<file path="config.mk">
export PLATFORM = sky130hd
export DESIGN_NAME = symbol_freq_counter
export DESIGN_NICKNAME = d
export VERILOG_FILES = /design/src/rtl/huffman_pkg.sv /design/src/rtl/symbol_freq_counter_freq_table.sv /design/src/rtl/symbol_freq_counter.sv
export SDC_FILE = /design/constraint.sdc
export NUM_CORES = 1
export LEC_CHECK = 0
export ABC_AREA = 1
export CAP_MARGIN = 40
export CORE_ASPECT_RATIO = 0.5
export CORE_UTILIZATION = 50
export CTS_CLUSTER_DIAMETER = 60
export DETAILED_ROUTE_END_ITERATION = 16
export GPL_ROUTABILITY_DRIVEN = 0
export PLACE_DENSITY = 0.67
export SLEW_MARGIN = 10
export SYNTH_ARGS = -nofsm -noshare
export SYNTH_HDL_FRONTEND = slang
export SYNTH_SLANG_ARGS = --single-unit
</file>
<file path="constraint.sdc">
create_clock -name rClk -period 8.9 [get_ports rClk]
set_input_delay 1.78 -clock rClk [delete_from_list [all_inputs] [get_ports rClk]]
set_output_delay 1.78 -clock rClk [all_outputs]
set_load 0.03 [all_outputs]
</file>
<file path="src/rtl/huffman_pkg.sv">
// Shared definitions for the Huffman sort path: FSM state encoding and the
// (symbol, count) pair record handed from the frequency counter to the sorter.
package huffman_pkg;

    localparam logic [2:0] ST_IDLE  = 3'd0;
    localparam logic [2:0] ST_READ  = 3'd1;
    localparam logic [2:0] ST_DRAIN = 3'd2;
    localparam logic [2:0] ST_EMIT  = 3'd3;
    localparam logic [2:0] ST_DONE  = 3'd4;

    localparam int PAIR_DATA_WIDTH  = 16;
    localparam int PAIR_COUNT_WIDTH = 5;

    typedef struct packed {
        logic [PAIR_DATA_WIDTH-1:0]  symbol;
        logic [PAIR_COUNT_WIDTH-1:0] count;
    } freq_pair_t;

endpackage

</file>
<file path="src/rtl/symbol_freq_counter_freq_table.sv">
// CAM-style frequency table: parallel match against all valid entries, then
// either a saturating increment, an allocation at the next free slot, or a drop.
module freq_table #(
    parameter int DATA_WIDTH  = 16,
    parameter int COUNT_WIDTH = 5,
    parameter int MAX_UNIQUE  = 16,
    parameter int IDX_WIDTH   = 5,
    parameter int SLOT_W      = (MAX_UNIQUE > 1) ? $clog2(MAX_UNIQUE) : 1
) (
    input  logic                   rClk,
    input  logic                   rRst_n,
    input  logic                   clear,
    input  logic                   tally_en,
    input  logic [DATA_WIDTH-1:0]  tally_symbol,
    input  logic [SLOT_W-1:0]      rd_idx,
    output logic [DATA_WIDTH-1:0]  rd_symbol,
    output logic [COUNT_WIDTH-1:0] rd_count,
    output logic [IDX_WIDTH-1:0]   unique_count,
    output logic                   overflow
);

    logic [MAX_UNIQUE-1:0]  valid;
    logic [DATA_WIDTH-1:0]  symbols [MAX_UNIQUE];
    logic [COUNT_WIDTH-1:0] counts  [MAX_UNIQUE];

    logic              hit;
    logic [SLOT_W-1:0] hit_idx;
    logic              full;
    logic [SLOT_W-1:0] alloc_idx;
    logic              do_inc;
    logic              do_alloc;

    always_comb begin
        hit     = 1'b0;
        hit_idx = '0;
        for (int i = 0; i < MAX_UNIQUE; i++) begin
            if (valid[i] && (symbols[i] == tally_symbol)) begin
                hit     = 1'b1;
                hit_idx = SLOT_W'(i);
            end
        end
    end

    assign full      = (unique_count == IDX_WIDTH'(MAX_UNIQUE));
    assign alloc_idx = unique_count[SLOT_W-1:0];
    assign do_inc    = tally_en && hit && (counts[hit_idx] != '1);
    assign do_alloc  = tally_en && !hit && !full;

    always_ff @(posedge rClk) begin
        if (!rRst_n || clear) begin
            valid        <= '0;
            unique_count <= '0;
            overflow     <= 1'b0;
        end else if (tally_en && !hit) begin
            if (full) begin
                overflow <= 1'b1;
            end else begin
                valid[alloc_idx] <= 1'b1;
                unique_count     <= unique_count + 1'b1;
            end
        end
    end

    // Payload storage is qualified by the valid bits, so it needs no reset.
    always_ff @(posedge rClk) begin
        if (rRst_n && !clear) begin
            if (do_inc) begin
                counts[hit_idx] <= counts[hit_idx] + 1'b1;
            end
            if (do_alloc) begin
                symbols[alloc_idx] <= tally_symbol;
                counts[alloc_idx]  <= COUNT_WIDTH'(1);
            end
        end
    end

    assign rd_symbol = symbols[rd_idx];
    assign rd_count  = counts[rd_idx];

endmodule

</file>
<file path="src/rtl/symbol_freq_counter.sv">
// Scans the symbol memory, tallies distinct symbols in freq_table, then streams
// (symbol, count) pairs in first-appearance order over a valid/ready handshake.
module symbol_freq_counter
    import huffman_pkg::*;
#(
    parameter int DATA_WIDTH    = 16,
    parameter int TOTAL_SYMBOLS = 10,
    parameter int ADDR_WIDTH    = 4,
    parameter int MAX_UNIQUE    = 16,
    parameter int COUNT_WIDTH   = 5,
    parameter int IDX_WIDTH     = 5
) (
    input  logic                   rClk,
    input  logic                   rRst_n,
    input  logic                   start,
    output logic                   busy,
    output logic                   done,
    output logic                   overflow,
    output logic [IDX_WIDTH-1:0]   unique_count,
    output logic                   mem_rEn,
    output logic [ADDR_WIDTH-1:0]  mem_rAddr,
    input  logic [DATA_WIDTH-1:0]  mem_rData,
    output logic                   out_valid,
    input  logic                   out_ready,
    output logic [DATA_WIDTH-1:0]  out_symbol,
    output logic [COUNT_WIDTH-1:0] out_count,
    output logic                   out_last
);

    localparam int SLOT_W = (MAX_UNIQUE > 1) ? $clog2(MAX_UNIQUE) : 1;
    localparam logic [ADDR_WIDTH-1:0] LAST_ADDR = ADDR_WIDTH'(TOTAL_SYMBOLS - 1);

    logic [2:0]             state;
    logic [ADDR_WIDTH-1:0]  addr;
    logic                   rd_pend;
    logic [IDX_WIDTH-1:0]   emit_idx;
    logic                   start_accept;
    logic                   is_last;
    logic [DATA_WIDTH-1:0]  tbl_symbol;
    logic [COUNT_WIDTH-1:0] tbl_count;

    assign start_accept = start && ((state == ST_IDLE) || (state == ST_DONE));
    assign is_last      = (emit_idx == unique_count - 1'b1);

    // rd_pend marks that mem_rData carries a word requested in the previous cycle.
    always_ff @(posedge rClk) begin
        if (!rRst_n) begin
            state    <= ST_IDLE;
            addr     <= '0;
            rd_pend  <= 1'b0;
            emit_idx <= '0;
        end else begin
            rd_pend <= (state == ST_READ);
            case (state)
                ST_IDLE, ST_DONE: begin
                    if (start) begin
                        state    <= ST_READ;
                        addr     <= '0;
                        emit_idx <= '0;
                    end
                end
                ST_READ: begin
                    addr <= addr + 1'b1;
                    if (addr == LAST_ADDR) begin
                        state <= ST_DRAIN;
                    end
                end
                ST_DRAIN: begin
                    state    <= ST_EMIT;
                    emit_idx <= '0;
                end
                ST_EMIT: begin
                    if (out_ready) begin
                        if (is_last) begin
                            state <= ST_DONE;
                        end else begin
                            emit_idx <= emit_idx + 1'b1;
                        end
                    end
                end
                default: state <= ST_IDLE;
            endcase
        end
    end

    freq_table #(
        .DATA_WIDTH  (DATA_WIDTH),
        .COUNT_WIDTH (COUNT_WIDTH),
        .MAX_UNIQUE  (MAX_UNIQUE),
        .IDX_WIDTH   (IDX_WIDTH),
        .SLOT_W      (SLOT_W)
    ) u_table (
        .rClk         (rClk),
        .rRst_n       (rRst_n),
        .clear        (start_accept),
        .tally_en     (rd_pend),
        .tally_symbol (mem_rData),
        .rd_idx       (emit_idx[SLOT_W-1:0]),
        .rd_symbol    (tbl_symbol),
        .rd_count     (tbl_count),
        .unique_count (unique_count),
        .overflow     (overflow)
    );

    assign busy       = (state == ST_READ) || (state == ST_DRAIN) || (state == ST_EMIT);
    assign done       = (state == ST_DONE);
    assign mem_rEn    = (state == ST_READ);
    assign mem_rAddr  = mem_rEn ? addr : '0;
    assign out_valid  = (state == ST_EMIT);
    assign out_symbol = out_valid ? tbl_symbol : '0;
    assign out_count  = out_valid ? tbl_count : '0;
    assign out_last   = out_valid && is_last;

endmodule

</file>
### Word level (Yosys, flattened, before mapping)

Memory sizes are Yosys's and may differ from the RTL's. A register that Yosys moved wholly into a read port is not among the register bits.
Cells that the tools add are included.

| storage, ports and cells | value |
|---|---|
| bits of input ports | 20 |
| output and inout bits | 36 |
| bits in registers | 35 |
| bits in writable memories | 336 |
| memories | 2 |
| logic and storage cells | 149 |

| operators by class | value |
|---|---|
| multiplexer cells | 60 |
| add/subtract/negate cells | 5 |
| reductions and logical operators | 42 |
| bitwise gates (word level) | 2 |
| eq/ne operators | 29 |
| $lt $le $gt $ge | 2 |

Memories:

| memory | depth | width | read ports | clocked after memory_dff | write ports | RTL line | text |
|---|---|---|---|---|---|---|---|
| u_table.symbols | 16 | 16 | 17 | 1 | 1 | symbol_freq_counter_freq_table.sv:23 | `logic [DATA_WIDTH-1:0] symbols [MAX_UNIQUE];` |
| u_table.counts | 16 | 5 | 2 | 1 | 1 | symbol_freq_counter_freq_table.sv:24 | `logic [COUNT_WIDTH-1:0] counts [MAX_UNIQUE];` |

Operator list:

| kind | number |
|---|---|
| equality test 16 bit | 16 |
| 2-to-1 mux 4 bit | 15 |
| 2-to-1 mux 1 bit | 25 |
| 2-to-1 mux 5 bit | 5 |
| logical AND 1 bit | 24 |
| 2-to-1 mux 3 bit | 8 |
| 2-to-1 mux 16 bit | 1 |
| OR 16 bit | 1 |
| adder 5 x 1 -> 5 bit (second input constant) | 3 |
| one-hot mux 5 bit (3 select lines) | 1 |
| one-hot mux 3 bit (4 select lines) | 1 |
| one-hot mux 4 bit (2 select lines) | 1 |
| AND reduction 4 bit | 2 |
| equality test 3 x 2 -> 1 bit (second input constant) | 2 |
| != test 2 x 1 -> 1 bit (second input constant) | 3 |
| AND reduction 2 bit | 3 |
| equality test 5 bit | 1 |
| equality test 5 bit (second input constant) | 1 |
| < comparator 4 x 5 -> 1 bit (second input constant) | 1 |
| != test 5 bit (second input constant) | 1 |
| OR reduction 5 bit | 1 |
| subtractor 5 x 1 -> 5 bit (second input constant) | 1 |
| adder 4 x 1 -> 4 bit (second input constant) | 1 |
| demux 1 bit (select 4 bit) | 1 |
| other kinds (13) | 21 |

### Longest topological paths before layout

An unclocked memory read counts as a cell.

| depth | value |
|---|---|
| word-level depth | 27 |
| mapped depth | 41 |
| mapped depth without buffers | 40 |

### By module

A second synthesis with hierarchy kept.

| second synthesis, totals | value |
|---|---|
| cell total of the unflattened synthesis | 2627 |
| area total of the unflattened synthesis | 21825.9 um^2 |

By module, submodules not included:

| module | cells each | times used | seq. area each (um^2) | area an instance (um^2) |
|---|---|---|---|---|
| freq_table | 2424 | 1 | 10530.1 | 20721.1 |
| symbol_freq_counter | 203 | 1 | 260.2 | 1104.8 |

### Worst setup path before layout

No wires, ideal clock.

| timing | value |
|---|---|
| path type | input to register |
| start | in mem_rData[10] |
| end | mem u_table.counts[1][0] (enable) |
| data arrival time | 5.076 ns |
| buffers on the path | 4 |
| cell stages on the path | 27 |
| slack | 3.484 ns |
| required time | 8.560 ns |
| setup time | 0.340 ns |
| cell sequence | buf_6 > buf_6 > xor2_1 > or4_1 > nor3_1 > nand4_1 > nand2_1 > nand2_2 > nand2_4 > nand2_2 > buf_6 > buf_6 > o211ai_1 > nand3_1 > nand3_1 > nand2_2 > ha_1 > nand2_1 > nor2_1 > ha_1 > nor3_1 > nand2_1 > nand2_1 > inv_1 > nor2_1 > nand2_1 > nor2_1 |

| on the way | value |
|---|---|
| word-level cells in the longest chain between the ends | 26 |
| elaborated cells between the ends (all ways) | 79 |
| those cells by class | eq/ne (17); mux (39); reduce/logical (22); memory (1) |

RTL lines:

| element | RTL line | text |
|---|---|---|
| start, declared | symbol_freq_counter.sv:22 | `input logic [DATA_WIDTH-1:0] mem_rData,` |
| branches (longest 26 deep; another with equality test 16 bit) | n/a |  |
| end, declared | symbol_freq_counter_freq_table.sv:24 |  |

Parallel ways; which one is timed is not known.

### Final worst setup path

| timing | value |
|---|---|
| start | in mem_rData[14] |
| end | mem u_table.counts[0][1] (enable) |

Same word-level chain as after synthesis.

==> results.ini <==
[outcome]
status = finished, final reports clean

[floorplan]
io_pins = 56
die_x_um = 296
placementRows = 53
die_area_mm2 = 0.0440
die_h_um = 149
initial_core_util_pct = 51.1
core-area_mm2 = 0.0422

[synthesis]
yosysSeqAreaShare_pct = 50.4
synth_cells = 2563
synth-main-ff-cell = edfxtp_1
ys_seq_elements = 375
synth_area_mm2 = 0.0216
synth_nets = 2592
synth_edf_count = 336
ys_types = 58
synthArstFlopShare_pct = 0
synth_warnings = 0
avgSynthCellArea_um2 = 8.42

[cts]
clock_latency_ns = 0.57
cts_made_buffers = 37
cts_hold_buffers = 0
post_cts_buffers = 0
htreeDepth = 2
ctsResizeCount = 0
cts_root_buf = clkbuf_16
tritoncts_num_sinks = 375
cts_tree = yes
path_clk_slew_ns = 0.06
clock_path_buffers = 3

[finish]
syn2layout_area_growth_pct = 10.5
layout_common_cells = 469 x nand2_1, 336 x edfxtp_1, 264 x o21ai_0
nNetsFinal = 2608
mostFrequentLayoutCell = nand2_1
drive_above_1_share_pct = 7.21
finalNonFillerCells = 3185
finalInstanceArea_mm2 = 0.0238
diodes = 0

[pwr]
p_clk_share_pct = 36.0
combPwrFrac_pct = 20.1
ir_worst_vdd_mv = 0.179
powerDensity_mw_per_mm2 = 191
p_seq_share_pct = 43.9
leakagePower_nw = 8.98
power_switching_mw = 1.44
p_sw_share_pct = 31.7
p_int_mw = 3.11

[drt]
drt_iter0_drc = 3370
drc = 0
num_vias = 20300
viasPerCell = 6.37
drtPass1Iterations = 6
routed_wl_um = 78000
wl_per_cell_um = 24.5
antenna_left = 0

[critical_path]
crit_family = simple AND/OR/NAND/NOR gates
crit_required_ns = 9.10
cp_max_fo = 29
cp.arrival_ns = 7.37
critPathBufInv = 6
cp_slowest_cell = a21oi_2
crit_top_cell = nand2_1
critical_path_class = in2reg
critical_path.max_stage_delay_ns = 0.72
endpoint_kind = flip-flop
critPathLaunchType = primary input

[global_routing]
grt.overflow.total = 0
antenna_found_initial = 0
grt_usage_pct = 35.3
grt_pass1_wl_um = 115000
grt_max_degree = 89
grt_pass1_vias = 18400

[sta]
setup_tns_ns = 0
rsz0062_at_grt = no
skew_ns = 0.0384
period_share_pct = 80.6
slew-limit-headroom_pct = 44.4
fmax_mhz = 139
period_minus_slack_ns = 7.18
setup_viol = 0
slew_viol_final = 0
finalHoldViolCount = 0
worst_pin_slew_ns = 0.833

[hold_path]
hp-class = reg2reg

[place]
post-place-cells = 3117
portBuffers = 55
dpl.hpwl_um = 53300
place_area_mm2 = 0.0226

[job]
drv_cap = 0

-- state kept, by name, indices dropped and copies added (netlist names), named ones only --
| name | cells |
|---|---|
| addr | 4 |
| emit_idx | 5 |
| rd_pend | 1 |
| state | 3 |
| u_table.counts | 80 |
| u_table.overflow | 1 |
| u_table.symbols | 256 |
| u_table.unique_count | 5 |
| u_table.valid | 16 |
-- path summary, 6_finish.rpt --
path                                              from              endpoint  slack, ns  depth (start not counted)
worst max-delay path                     mem_rData[14]  u_table.counts[0][1]       1.72                         28
worst min-delay path                  u_table.overflow      u_table.overflow       0.47                          1
worst max register to register  u_table.symbols[2][14]  u_table.counts[0][1]       3.50                         35
worst min register to register        u_table.overflow      u_table.overflow       0.47                          1
-- metal layers --
| metal | part of all wire [%] | vias to the layer above | GRT usage [%] |
|---|---|---|---|
| met5 | 0 | - | 0 |
| met4 | 5.5 | 0 | 18.0 |
| met3 | 15 | 277 | 9.83 |
| met2 | 40 | 1609 | 50.0 |
| met1 | 39 | 9419 | 49.3 |
| li1 | - | 8980 | - |
-- cell type report --
type / instances / area (um2)
Tap cell: 577 / 722
Clock inverter: 16 / 161
Multi-Input combinational cell: 1780 / 8950
Sequential cell: 375 / 10900
Clock buffer: 52 / 1070
Inverter: 275 / 1040
Fill cell: 3884 / 18400
Timing Repair Buffer: 110 / 1020
-- per-stage QoR --
step	power (mW)	utilization, %	worst slack, ns	hold slack [ns]
after floorplan	2.57	-	3.48	0.444
after global placement	2.88	53.2	1.48	0.452
after detailed placement	2.91	53.5	1.49	0.461
after CTS	4.51	56.4	2.04	0.477
after global routing	4.68	56.4	1.37	0.493
final	4.54	56.4	1.72	0.470
-- cells by family after synthesis --
family | Yosys count | synth area share [%]
XOR/XNOR | 58 | 2.35
buffers and inverters | 408 | 8.21
AND/OR/NAND/NOR | 1127 | 23.3
flip-flops | 375 | 50.4
adder cells (fa/ha/maj) | 9 | 0.522
AO/OA/AOI/OAI | 586 | 15.3
-- cells in the mapped netlist, types with 24 or more instances --
library cell | count | share of area [%]
nand2_1 | 469 | 8.2
edfxtp_1 | 336 | 47
o21ai_0 | 264 | 6.1
inv_1 | 260 | 4.5
nor2_1 | 243 | 4.2
nand3_1 | 198 | 4.6
a21oi_1 | 178 | 4.1
clkbuf_1 | 70 | 1.2
nand4_1 | 60 | 1.7
nor3_1 | 44 | 1.0
o22ai_1 | 44 | 1.3
nor4_1 | 42 | 1.2
xor2_1 | 42 | 1.7
o211ai_1 | 40 | 1.4
dfxtp_1 | 39 | 3.6
or2_2 | 24 | 0.70
-- power groups by stage --
stage / combinational (mW) / sequential, mW / clock, mW
5_1_grt: 0.974 / 2.00 / 1.71
4_1_cts: 0.882 / 1.99 / 1.64
3_5_place_dp: 0.879 / 2.03 / 0
2_1_floorplan: 0.568 / 2.00 / 0
6_report: 0.915 / 1.99 / 1.64
3_3_place_gp: 0.855 / 2.03 / 0
Note: power is estimated with default switching activity, not from simulation.
